$ cat src/rtl/keypad_scan.sv
// rtl/keypad_scan.sv - 4x4 hex keypad scanner with debounce and 16-bit key shift register
module keypad_scan #(
  parameter int SCAN_DIV       = 50000,
  parameter int DEBOUNCE_TICKS = 10
) (
  input  logic        clk,
  input  logic        reset,
  input  logic [3:0]  row,
  output logic [3:0]  col,
  input  logic        clear,
  output logic        key_valid,
  output logic [3:0]  key_code,
  output logic        key_held,
  output logic [15:0] value
);

  localparam int PW = (SCAN_DIV > 1) ? $clog2(SCAN_DIV) : 1;
  localparam int CW = (DEBOUNCE_TICKS > 1) ? $clog2(DEBOUNCE_TICKS) : 1;
  localparam logic [PW-1:0] PRE_LAST = PW'(SCAN_DIV - 1);
  localparam logic [CW-1:0] CNT_LAST = CW'(DEBOUNCE_TICKS - 1);

  typedef enum logic [1:0] {
    SCAN     = 2'd0,
    DEBOUNCE = 2'd1,
    HELD     = 2'd2
  } state_t;

  state_t          state;
  logic [3:0]      sync1;
  logic [3:0]      rs;
  logic [PW-1:0]   prescaler;
  logic [CW-1:0]   count;
  logic [1:0]      col_idx;
  logic [1:0]      cand_r;
  logic [1:0]      hit_r;
  logic [1:0]      next_idx;
  logic [3:0]      confirm_code;
  logic            tick;
  logic            any_low;
  logic            cand_low;

  function automatic logic [3:0] col_decode(input logic [1:0] idx);
    logic [3:0] onehot;
    onehot = 4'b1000 >> idx;
    return ~onehot;
  endfunction

  assign tick         = (prescaler == PRE_LAST);
  assign any_low      = (rs != 4'b1111);
  assign cand_low     = ~rs[2'd3 - cand_r];
  assign next_idx     = col_idx + 2'd1;
  assign confirm_code = {cand_r, col_idx};

  // Lowest-numbered active row wins when several are low together.
  always_comb begin
    hit_r = 2'd3;
    if (!rs[3])      hit_r = 2'd0;
    else if (!rs[2]) hit_r = 2'd1;
    else if (!rs[1]) hit_r = 2'd2;
  end

  always_ff @(posedge clk) begin
    if (reset) begin
      sync1     <= 4'b1111;
      rs        <= 4'b1111;
      prescaler <= '0;
      col_idx   <= 2'd0;
      col       <= 4'b0111;
      state     <= SCAN;
      count     <= '0;
      cand_r    <= 2'd0;
      key_valid <= 1'b0;
      key_code  <= 4'h0;
      key_held  <= 1'b0;
      value     <= 16'h0000;
    end else begin
      sync1     <= row;
      rs        <= sync1;
      key_valid <= 1'b0;
      prescaler <= tick ? '0 : prescaler + PW'(1);

      if (tick) begin
        case (state)
          SCAN: begin
            if (any_low) begin
              cand_r <= hit_r;
              count  <= '0;
              state  <= DEBOUNCE;
            end else begin
              col_idx <= next_idx;
              col     <= col_decode(next_idx);
            end
          end
          DEBOUNCE: begin
            if (cand_low) begin
              if (count == CNT_LAST) begin
                key_valid <= 1'b1;
                key_code  <= confirm_code;
                value     <= {value[11:0], confirm_code};
                key_held  <= 1'b1;
                count     <= '0;
                state     <= HELD;
              end else begin
                count <= count + CW'(1);
              end
            end else begin
              col_idx <= next_idx;
              col     <= col_decode(next_idx);
              state   <= SCAN;
            end
          end
          HELD: begin
            // Any low row restarts the release count; extra keys are ignored.
            if (!any_low) begin
              if (count == CNT_LAST) begin
                key_held <= 1'b0;
                col_idx  <= next_idx;
                col      <= col_decode(next_idx);
                count    <= '0;
                state    <= SCAN;
              end else begin
                count <= count + CW'(1);
              end
            end else begin
              count <= '0;
            end
          end
          default: begin
            state <= SCAN;
            count <= '0;
          end
        endcase
      end

      if (clear) value <= 16'h0000;
    end
  end

endmodule
$ cat config.mk
export PLATFORM = sky130hd
export DESIGN_NAME = keypad_scan
export DESIGN_NICKNAME = d
export VERILOG_FILES = /design/src/rtl/keypad_scan.sv
export SDC_FILE = /design/constraint.sdc
export NUM_CORES = 1
export LEC_CHECK = 0
export CAP_MARGIN = 20
export CORE_ASPECT_RATIO = 0.6
export CORE_UTILIZATION = 30
export DETAILED_ROUTE_END_ITERATION = 16
export PLACE_DENSITY = 0.54
export SLEW_MARGIN = 20
export SYNTH_ARGS = -nofsm -noshare
export SYNTH_HDL_FRONTEND = slang
export SYNTH_SLANG_ARGS = --single-unit
$ cat constraint.sdc
create_clock -name clk -period 7.1 [get_ports clk]
set_input_delay 0.71 -clock clk [delete_from_list [all_inputs] [get_ports clk]]
set_output_delay 0.71 -clock clk [all_outputs]
set_load 0.01 [all_outputs]
==> flow_summary.ini <==
[synth]
yosysWarningCount = 0
syn_area_mm2 = 0.00251
async_flop_share_pct = 0
synth_edf_count = 0
syn_area_per_cell_um2 = 9.00
ys.flop_type = dfxtp_1
synth-seq-cells = 60
yosysUniqueCellTypes = 41
syn-num-nets = 298
yosys.area.top_type = dfxtp_1
syn_inst = 279
synth_top_area_share_pct = 47.9
ys_top_cells_by_area = dfxtp_1 48%, nand2_1 6.3%, ha_1 6.0%
yosysSeqAreaShare_pct = 47.9

[run_status]
status = finished, final reports clean

[min_path]
hold_depth = 1
hold_end = rs[2]$_SDFF_PP1_
hold_start = sync1[2]$_SDFF_PP1_
holdCritPathClass = reg -> reg

[power]
pwr_density_cell_mw_per_mm2 = 236
power.leakage_nw = 1.15
power_w = 0.000755
vdd_drop_max_uv = 107

[detailed_routing]
drcViolationCount = 0
vias = 1909
dr.pass1.iters = 4
drt_iter0_drc = 125
wl_mm = 5.24
via_per_inst = 4.51
wire_per_inst_um = 12.4
drtAntennaViolNets = 0

[finish]
final_core_util_pct = 40.1
mostFrequentLayoutCells = 60 x dfxtp_1, 42 x nand2_1, 32 x clkdlybuf4s50_1
num-nets-final = 330
layout-drive-gt1-share_pct = 10.2
antennaDiodeCount = 0
mostFrequentLayoutCell = dfxtp_1
finalInstanceArea_mm2 = 0.00320
syn2layout_area_growth_pct = 27.4

[die]
die_h_um = 72.9
rows = 25
ios = 33
start_util_pct = 31.5
die-area_mm2 = 0.00875
coreArea_mm2 = 0.00798
die_w_um = 120

[cts]
clockBufferDepth = 2
hold_buffers = 0
path_clk_slew_ps = 50
cts_setup_buffers = 0
cts_buffers = 9
cts_resized = 0
cts_tree = built
worstSkewPairLatency_ps = 320
cts.sinks = 60
cts-root-buf = clkbuf_16
htree_num_levels = 3

[sta]
fmax_mhz = 369
maxSlewViolCount = 0
relSlewSlack_pct = 44.2
rsz0062_at_grt = false
hold_viol = 0
fin_crit_sh_pct = 38.1
setup_tns_ps = 0
setup_slack_ps = 4390
worst_slew_pin_slew_ps = 835
finalSetupViolCount = 0
fin_skew_ps = 3.78
period_needed_ps = 2710

[critical_path]
rr_startpoint = prescaler[10]$_SDFF_PP0_
crit_path_cell_trace = or4_4 -> nor4_2 -> nand3_1 -> nand2_1 -> a21oi_1
crit_type = reg -> reg
setup.worst_path.end_class = flip-flop
slowest_delay_ps = 760
regToRegEndpoint = key_code[1]$_SDFFE_PP0P_
r2r_cells = 5
critPathRequiredTime_ps = 7300
cp_slowest_cell = nand3_1
crit_path_max_fanout = 22
critPathLaunchType = flip-flop
r2r_slack_ps = 4390
arrival_ps = 2910

[global_routing]
grtUsageTotal_pct = 13.5
grt_pass1_vias = 1769
grt_max_degree = 29
antenna_found_initial = 0
overflow = 0
grt_pass1_wl_mm = 8.90

[flow_run]
maxCapViolations = 0

[placed_design]
dpl_cell_area_mm2 = 0.00293
dp_slack_ps = 4320
hpwlAfterDp_mm = 3.65
place_congestion = 0.778
portBuffers = 32
==> registers in the layout (all words and copies together) (netlist names) <==
| signal | count |
|---|---|
| prescaler | 16 |
| value | 16 |
| col | 4 |
| count | 4 |
| key_code | 4 |
| rs | 4 |
| sync1 | 4 |
| cand_r | 2 |
| col_idx | 2 |
| state | 2 |
| key_held | 1 |
| key_valid | 1 |
==> report_power, final <==
group / switching (W) / internal (W)
clock: 0.000141 / 0.000252
combinational: 0.0000104 / 0.00000836
sequential: 0.00000292 / 0.000341
==> worst max-delay path by stage <==
stage	start	slack (ps)	cells past startpoint	end
floorplan	prescaler[13]$_SDFF_PP0_	4780	5	col[3]$_SDFFE_PP0P_
global route	prescaler[0]$_SDFF_PP0_	4150	6	value[6]$_SDFFE_PP0P_
CTS	prescaler[13]$_SDFF_PP0_	4360	5	key_code[1]$_SDFFE_PP0P_
detailed placement	reset	4320	7	count[3]$_SDFFE_PP0P_
global placement	reset	4350	7	count[3]$_SDFFE_PP0P_
finish	prescaler[10]$_SDFF_PP0_	4390	5	key_code[1]$_SDFFE_PP0P_
==> through the flow <==
step	hold slack, ps	std cells
finish	409	423
global route	427	423
CTS	412	423
detailed placement	394	408
global placement	399	408
floorplan	389	279
==> synth_stat cells, drive strengths merged, types with 2 or more instances <==
cell,count
dfxtp,60
and3,10
buf,2
o21ai,3
mux2i,5
nand2b,2
or4,3
ha,12
inv,10
nand4,4
a31oi,4
nor3,6
nand2,42
xnor2,9
xor2,6
nor4,2
nor2,29
or2,10
and2,2
nand3,11
a21oi,21
clkbuf,10
==> layout make-up <==
class / instances / area [um^2]
inverters: 10 / 37.5
multi-input cells: 197 / 1220
clock inverters: 2 / 10.0
flip-flops and latches: 60 / 1200
clock buffers: 13 / 260
well taps: 108 / 135
fillers: 836 / 4780
repair buffers: 33 / 328
==> kinds of logic (layout without fill, tap and decap cells) <==
family | count (synthesis) | in the layout | share of synthesized area (%)
AND/OR/NAND/NOR | 126 | 126 | 24.8
adder cells (fa/ha/maj) | 12 | 12 | 5.98
multiplexers | 6 | 6 | 2.89
AO/OA/AOI/OAI | 38 | 38 | 9.92
flip-flops | 60 | 60 | 47.9
XOR/XNOR | 15 | 15 | 5.23
buffers and inverters | 22 | 58 | 3.34
==> per-layer routing <==
| layer | vias up | routed length (um) | global-route usage (%) |
|---|---|---|---|
| met5 | - | 0 | 0 |
| met4 | 0 | 74 | 4.58 |
| met3 | 5 | 219 | 7.11 |
| met2 | 27 | 2000 | 16.8 |
| met1 | 871 | 2950 | 19.2 |
| li1 | 1006 | - | - |
==> worst max-delay path: cells and delay by family (launching register included) <==
family	cells	cell delay [ps]
AO/OA/AOI/OAI	1	90
flip-flops	1	350
AND/OR/NAND/NOR	4	2140
Power figures use the tool's default switching activity.
